==> config.mk <==
export PLATFORM = sky130hd
export DESIGN_NAME = pwm_dac_flat
export DESIGN_NICKNAME = d
export VERILOG_FILES = /design/src/rtl/audio_pkg.sv /design/src/rtl/pwm_dac_if.sv /design/src/rtl/sample_quantizer.sv /design/src/rtl/pwm_dac.sv /design/src/flat_wrapper.sv
export SDC_FILE = /design/constraint.sdc
export NUM_CORES = 1
export LEC_CHECK = 0
export ABC_AREA = 1
export CAP_MARGIN = 25
export CORE_AREA = 2 2 91 137
export DETAILED_ROUTE_END_ITERATION = 16
export DIE_AREA = 0 0 93 139
export PLACE_DENSITY = 0.44
export SLEW_MARGIN = 20
export SYNTH_ARGS = -nofsm -noshare
export SYNTH_HDL_FRONTEND = slang
export SYNTH_SLANG_ARGS = --single-unit
==> constraint.sdc <==
create_clock -name clk -period 5.1 [get_ports clk]
set_input_delay 1.275 -clock clk [delete_from_list [all_inputs] [get_ports clk]]
set_output_delay 1.275 -clock clk [all_outputs]
set_load 0.02 [all_outputs]
==> src/rtl/audio_pkg.sv <==
// Shared audio-path definitions: PWM resolution, error-feedback precision
// and the sample type exchanged with the tone generator.
package audio_pkg;
    localparam int unsigned SAMPLE_BITS = 7;
    localparam int unsigned EXTRA_BITS  = 8;
    localparam int unsigned IN_W        = SAMPLE_BITS + EXTRA_BITS;
    localparam int unsigned FRAME_LEN   = 1 << SAMPLE_BITS;
    localparam int unsigned SUM_W       = IN_W + 1;

    typedef logic [IN_W-1:0] sample_t;
endpackage

==> src/rtl/pwm_dac_if.sv <==
// Sample stream from the tone generator into the PWM DAC (valid/ready).
interface pwm_dac_if
    import audio_pkg::*;
#(
    parameter int unsigned W = IN_W
);
    logic [W-1:0] in_sample;
    logic         in_valid;
    logic         in_ready;

    modport master (output in_sample, output in_valid, input in_ready);
    modport slave  (input in_sample, input in_valid, output in_ready);
endinterface

==> src/rtl/sample_quantizer.sv <==
// First-order error-feedback quantizer: splits level+err into duty and
// the fractional residue carried into the next frame.
module sample_quantizer
    import audio_pkg::*;
#(
    parameter int unsigned SAMPLE_BITS = audio_pkg::SAMPLE_BITS,
    parameter int unsigned EXTRA_BITS  = audio_pkg::EXTRA_BITS
) (
    input  logic                            clk,
    input  logic                            rst_n,
    input  logic                            load_i,
    input  logic                            mute_i,
    input  logic [SAMPLE_BITS+EXTRA_BITS-1:0] level_i,
    output logic [SAMPLE_BITS:0]            duty_o
);
    localparam int unsigned Q_SUM_W = SAMPLE_BITS + EXTRA_BITS + 1;

    logic [Q_SUM_W-1:0]    sum;
    logic [EXTRA_BITS-1:0] err_q;
    logic [SAMPLE_BITS:0]  duty_q;

    always_comb begin
        sum = Q_SUM_W'(level_i) + Q_SUM_W'(err_q);
    end

    always_ff @(posedge clk) begin
        if (!rst_n) begin
            duty_q <= '0;
            err_q  <= '0;
        end else if (load_i) begin
            if (mute_i) begin
                duty_q <= '0;
                err_q  <= '0;
            end else begin
                duty_q <= sum[Q_SUM_W-1:EXTRA_BITS];
                err_q  <= sum[EXTRA_BITS-1:0];
            end
        end
    end

    assign duty_o = duty_q;
endmodule

==> src/rtl/pwm_dac.sv <==
// Audio PWM output stage: one-entry sample buffer, volume shift, mute,
// underrun accounting and a fixed 2^SAMPLE_BITS-clock PWM frame.
module pwm_dac
    import audio_pkg::*;
#(
    parameter int unsigned SAMPLE_BITS = audio_pkg::SAMPLE_BITS,
    parameter int unsigned EXTRA_BITS  = audio_pkg::EXTRA_BITS
) (
    input  logic        clk,
    input  logic        rst_n,
    pwm_dac_if.slave    in_if,
    input  logic [1:0]  vol,
    input  logic        mute,
    output logic        sample_req,
    output logic        pwm,
    output logic        underrun,
    output logic [7:0]  underrun_count
);
    localparam int unsigned W = SAMPLE_BITS + EXTRA_BITS;

    logic [SAMPLE_BITS-1:0] cnt_q;
    logic [W-1:0]           buf_q;
    logic                   buf_valid_q;
    logic [W-1:0]           last_q;
    logic [W-1:0]           last_d;
    logic                   sample_req_q;
    logic                   underrun_q;
    logic [7:0]             urun_cnt_q;
    logic [SAMPLE_BITS:0]   duty;
    logic                   boundary;
    logic                   accept;

    assign boundary = (cnt_q == '1);
    assign accept   = in_if.in_valid && !buf_valid_q;

    // The quantizer must see the freshly consumed sample in the same cycle
    // that `last` is updated, so it is fed the next-state value.
    always_comb begin
        last_d = last_q;
        if (buf_valid_q) begin
            last_d = buf_q >> vol;
        end
    end

    always_ff @(posedge clk) begin
        if (!rst_n) begin
            cnt_q        <= '0;
            buf_q        <= '0;
            buf_valid_q  <= 1'b0;
            last_q       <= '0;
            sample_req_q <= 1'b0;
            underrun_q   <= 1'b0;
            urun_cnt_q   <= '0;
        end else begin
            cnt_q        <= cnt_q + 1'b1;
            sample_req_q <= boundary;
            underrun_q   <= boundary && !buf_valid_q;
            if (boundary) begin
                if (buf_valid_q) begin
                    last_q      <= last_d;
                    buf_valid_q <= 1'b0;
                end else if (urun_cnt_q != '1) begin
                    urun_cnt_q <= urun_cnt_q + 1'b1;
                end
            end
            // accept is only possible with an empty buffer, so it never
            // collides with the consume-clear above.
            if (accept) begin
                buf_q       <= in_if.in_sample;
                buf_valid_q <= 1'b1;
            end
        end
    end

    sample_quantizer #(
        .SAMPLE_BITS (SAMPLE_BITS),
        .EXTRA_BITS  (EXTRA_BITS)
    ) u_quant (
        .clk     (clk),
        .rst_n   (rst_n),
        .load_i  (boundary),
        .mute_i  (mute),
        .level_i (last_d),
        .duty_o  (duty)
    );

    assign in_if.in_ready = !buf_valid_q;
    assign pwm            = ({1'b0, cnt_q} < duty);
    assign sample_req     = sample_req_q;
    assign underrun       = underrun_q;
    assign underrun_count = urun_cnt_q;
endmodule

==> src/flat_wrapper.sv <==
// flat-port wrapper written by rule: the top's interface ports become plain ports
module pwm_dac_flat import audio_pkg::*;
#(
    parameter int unsigned SAMPLE_BITS = audio_pkg::SAMPLE_BITS,
    parameter int unsigned EXTRA_BITS  = audio_pkg::EXTRA_BITS
)
  (clk, rst_n, vol, mute, sample_req, pwm, underrun, underrun_count, in_if_in_sample, in_if_in_valid, in_if_in_ready);
  pwm_dac_if #(.W(15)) in_if_i ();
  input  logic clk;
  input  logic rst_n;
  input  logic [1:0] vol;
  input  logic mute;
  output logic sample_req;
  output logic pwm;
  output logic underrun;
  output logic [7:0] underrun_count;
  input wire logic [$bits(in_if_i.in_sample)-1:0] in_if_in_sample;
  input wire logic [$bits(in_if_i.in_valid)-1:0] in_if_in_valid;
  output wire logic [$bits(in_if_i.in_ready)-1:0] in_if_in_ready;
  assign in_if_i.in_sample = in_if_in_sample;
  assign in_if_i.in_valid = in_if_in_valid;
  assign in_if_in_ready = in_if_i.in_ready;
  pwm_dac #(.SAMPLE_BITS(SAMPLE_BITS), .EXTRA_BITS(EXTRA_BITS)) u_core (.clk(clk), .rst_n(rst_n), .in_if(in_if_i), .vol(vol), .mute(mute), .sample_req(sample_req), .pwm(pwm), .underrun(underrun), .underrun_count(underrun_count));
endmodule
[Word-level counts from Yosys, hierarchy flattened]
Cells that the tools add are included.
Word-level totals
  flip-flop bits (word level): 64
  bits of input ports: 21
  output and inout bits: 12
Cells by class
  add/subtract/negate cells: 3
  magnitude comparators: 1
  eq/ne operators: 2
  shift operators: 1
  mux-type cells: 5
  bitwise logic cells: 1
  reduce and logical (&&, ||, !) cells: 6
Operator list (number)
  adder 15 x 8 -> 16 bit: 1
  two-way mux 8 bit: 2
  two-way mux 15 bit: 1
  >> shifter 15 x 2 -> 15 bit: 1
  adder 8 x 1 -> 8 bit (second input constant): 1
  less-than comparator 7 x 8 -> 1 bit: 1
  inequality test 8 bit (second input constant): 1
  adder 7 x 1 -> 7 bit (second input constant): 1
  == test 7 bit (second input constant): 1
  AND reduction 3 bit: 1
  logical AND 1 bit: 2
  two-way mux 1 bit: 2
  AND reduction 2 bit: 1
  nonzero test 2 bit: 1
  logical NOT 1 bit: 1
  inverter 1 bit: 1

[Longest topological paths before layout]
  word-level depth: 4
  depth in mapped cells: 20
  gate-level depth less buffers: 18

[Modules after synthesis]
Synthesis repeated with hierarchy kept, for this count alone.
Unflattened totals
  cells, all modules: 586
  area, all modules: 3833.7 um^2
By module, submodules not included
  pwm_dac: instances 1, cells each 380, area an instance 2580.0 um^2
  sample_quantizer: instances 1, cells each 206, area an instance 1253.7 um^2

[Worst setup path before layout]
Ideal clock, no wire load.
  kind: input port to flip-flop
  from: input port vol[0]
  to: register u_core.u_quant.err_q[6]
  library setup time: 0.126 ns
  data arrival time: 3.074 ns
  setup slack: 1.900 ns
  stages on the path: 14
  cells stage by stage: buf_4 -> buf_2 -> o21a_1 -> o21ai_0 -> nand3_1 -> ha_1 -> fa_1 -> nand2_1 -> nand3_1 -> nand2_1 -> nor2_1 -> nor2_1 -> xor2_1 -> o21ai_0
Between the ends
  cells in the longest elaborated chain, start to end: 4
RTL lines
  start, declared: RTL line flat_wrapper.sv:11  | input logic [1:0] vol;
  >> shifter 15 x 2 -> 15 bit: RTL line pwm_dac.sv:41  | last_d = buf_q >> vol;
  two-way mux 15 bit: RTL line pwm_dac.sv:40  | if (buf_valid_q) begin
  named net u_core.last_d[0]: RTL line pwm_dac.sv:25  | logic [W-1:0] last_d;
  adder 15 x 8 -> 16 bit: RTL line sample_quantizer.sv:23  | sum = Q_SUM_W'(level_i) + Q_SUM_W'(err_q);
  two-way mux 8 bit: RTL line sample_quantizer.sv:31  | if (mute_i) begin
  end signal, assigned: RTL line sample_quantizer.sv:36  | err_q <= sum[EXTRA_BITS-1:0];
  end, declared: RTL line sample_quantizer.sv:19  | logic [EXTRA_BITS-1:0] err_q;
The timed path passes the listed nets, and every way through them passes these cells.
A chain may end at the register's enable or synchronous reset.

[Final worst setup path]
  from: input port vol[0]
  to: register u_core.u_quant.duty_q[4] (netlist: u_core.u_quant.duty_o[4])
Between the ends
  cells in the longest elaborated chain, start to end: 4
RTL lines
  >> shifter 15 x 2 -> 15 bit: RTL line pwm_dac.sv:41
  two-way mux 15 bit: RTL line pwm_dac.sv:40
  named net u_core.last_d[0]: RTL line pwm_dac.sv:25
  adder 15 x 8 -> 16 bit: RTL line sample_quantizer.sv:23
  two-way mux 8 bit: RTL line sample_quantizer.sv:31
  end signal, assigned: RTL line sample_quantizer.sv:35  | duty_q <= sum[Q_SUM_W-1:EXTRA_BITS];
  end, declared: RTL line sample_quantizer.sv:20  | logic [SAMPLE_BITS:0] duty_q;
The timed path passes the listed nets, and every way through them passes these cells.

==> reports/summary.txt <==
status = completed
Synth Net Count = 524
Fin. Hold Viols = 0
Antenna Cells = 0
Primary FF master, synth = dfxtp_1
synthesis-to-finish area growth = 20.5%
Starting Density = 29.4%
Critical Path Slowest Stage Cell = clkdlybuf4s50_1
Die ar. = 12900 µm²
Vias/cell = 4.60
Ys Warns = 0
register area share after synthesis = 37.0%
DP Area = 3890 µm²
DP Wirelength = 6410 µm
I/O pin cnt = 33
clk root buf = clkbuf_16
Lkg Pwr = 0.00187 µW
Die Width = 93 µm
IO Port Bufs = 32
routed via count = 3084
Max FO, Critical Path = 18
Row Count = 49
CP delay by family, top = buffers and inverters
CTS Sinks = 64
Synth Register Bits = 64
PD cells = 288 nW/µm²
Fmax = 261 MHz
Fin Setup TNS = 0 ns
dominant cells by area after synthesis = dfxtp_1 (37%), nand2_1 (15%), o21ai_0 (6.2%)
vias in the first global route = 3104
post-synth cell types = 40
Mean Syn Cell Area = 7.12 µm²
Pins Over Slew Limit = 0
top-count cell post-synth = nand2_1
WP data required = 5.33 ns
CP arrival = 4.06 ns
post-place setup slack = 0.902 ns
Total Wirelength = 8340 µm
share of layout cells above drive strength 1 = 8.32%
drt drc = 0
GRT overflow = 0
nature of the critical path startpoint = primary input
Peak VDD IR = 0.000154 V
drt wl/cell = 12.4 µm
H-tree depth = 3
ANT nets after route = 0
drt first pass iters = 4
Most Frequent Cell on Critical Path = nand2_1
hold slack = 0.449 ns
Pwr Total = 1200 µW
Core Box Area = 11800 µm²
crit path cell chain = clkdlybuf4s50_1 > inv_2 > o21ai_0 > nand3_1 > ha_1 > fa_1 > nand2_1 > nand3_1 > nand3_1 > nand2_1 > nand2_1 > inv_2 > nand2_1 > nand2_1 > nand2_1 > nand2_1
post-synth top area cell = dfxtp_1
Crit. End Element = flop
Synth top area share = 37.0%
Final period util = 75.1%
mapped cell area = 3460 µm²
clock tree buffer depth = 2
initial antenna violation count = 0
Bufs and invs on worst path = 3
clk_skew = 0.00371 ns
post-layout min period = 3.83 ns
setup violators final = 0
most frequent cells after synthesis = nand2_1 (134), dfxtp_1 (64), nor2_1 (49)
Worst Tran Pin Value = 0.739 ns
final instance area = 4170 µm²
chip height = 139 µm
CTS tree = done
GRT Total Usage = 14.2%
kind of critical path = primary input to flop
number of DRC markers in iteration 0 = 88
clk_lat worst skew = 0.33 ns
GPL Wtd Cong = 0.768
CTS Hold Buffers Added = 0
hold crit path type = flop to flop
postcts setup bufs = 0
nets = 553
RSZ-0062 raised after global routing = false
CTS buffer count = 9
Slew HR = 50.5%
pin count of the biggest net entering global routing = 38
Worst-path clk slew = 0.05 ns
PnR worst setup slack = 1.27 ns
Post-synth EDFFs = 0
crit-path max cell delay = 0.84 ns
ys async rst share = 0%
post_cts resized = 0
first-pass GRT wire length = 14600 µm
Gate Count Post-Synth = 486
Max-Cap Viols = 0
==> cell usage in the layout (no fill, tap or decap), types with 4 or more instances in the layout <==
cell type and count:
inv_1 43, a31oi_1 6, nand2_1 134, o21ai_1 7, nand3_2 8, xor2_1 5
nor3_1 4, nand3_1 26, ha_1 16, clkbuf_8 4, nor2_1 49, dfxtp_1 64
clkdlybuf4s50_1 32, a21oi_1 27, o21ai_0 43, clkbuf_16 9, inv_2 8
==> worst min-delay path, delay by kind of cell, from the launching register on <==
| family | cells | cell delay, ns |
|---|---|---|
| flip-flops | 1 | 0.30 |
| AND/OR/NAND/NOR | 2 | 0.10 |
==> registers in the layout, indices dropped and copies added, names as in the netlist <==
register / flops
u_core.sample_req: 1
u_core.last_q: 15
u_core.underrun: 1
u_core.buf_q: 15
u_core.buf_valid_q: 1
u_core.u_quant.err_q: 8
u_core.underrun_count: 8
u_core.cnt_q: 7
u_core.u_quant.duty_o: 8
==> cell families (layout without fill, tap and decap cells) <==
| kind of cell | after synthesis | in the layout | synth area share, % |
|---|---|---|---|
| AND/OR/NAND/NOR | 234 | 234 | 30.8 |
| buffers and inverters | 68 | 99 | 8.46 |
| XOR/XNOR | 7 | 7 | 1.77 |
| flip-flops | 64 | 64 | 37.0 |
| adder cells (fa/ha/maj) | 17 | 17 | 6.37 |
| AO/OA/AOI/OAI | 96 | 96 | 15.5 |
==> worst paths after layout <==
kind | startpoint | endpoint | slack [ns] | depth (start not counted)
max | vol[0] | u_core.u_quant.duty_o[4] | 1.27 | 16
min | u_core.u_quant.duty_o[2] | u_core.u_quant.duty_o[2] | 0.45 | 2
max reg2reg | u_core.buf_valid_q | u_core.u_quant.duty_o[4] | 2.42 | 17
min reg2reg | u_core.u_quant.duty_o[2] | u_core.u_quant.duty_o[2] | 0.45 | 2
==> cell type report <==
class,instances,area [µm²]
Sequential cell,64,1280
Multi-Input combinational cell,354,1890
Tap cell,153,191
Inverter,52,195
Fill cell,1307,7600
Timing Repair Buffer,34,335
Clock buffer,13,280
==> routing by layer <==
layer  up-vias  track usage [%]  share of wire [%]
li1       1640                -                  -
met1      1380             16.0                 41
met2        52             25.1                 53
met3        12             3.15                3.3
met4         0             6.35                2.1
met5         -                0                  0
==> power breakdown <==
| part | total (µW) | internal [µW] | switching, µW |
|---|---|---|---|
| Combinational | 99.7 | 38.6 | 61.1 |
| Clock | 580 | 373 | 207 |
| Sequential | 522 | 513 | 9.05 |
| Total | 1200 | 925 | 277 |
==> per-stage QoR <==
step,cells,utilization [%]
floorplan,486,-
global placement,657,33.0
detailed placement,657,33.0
CTS,670,35.4
global route,670,35.4
finish,670,35.4
Power figures use the tool's default switching activity.
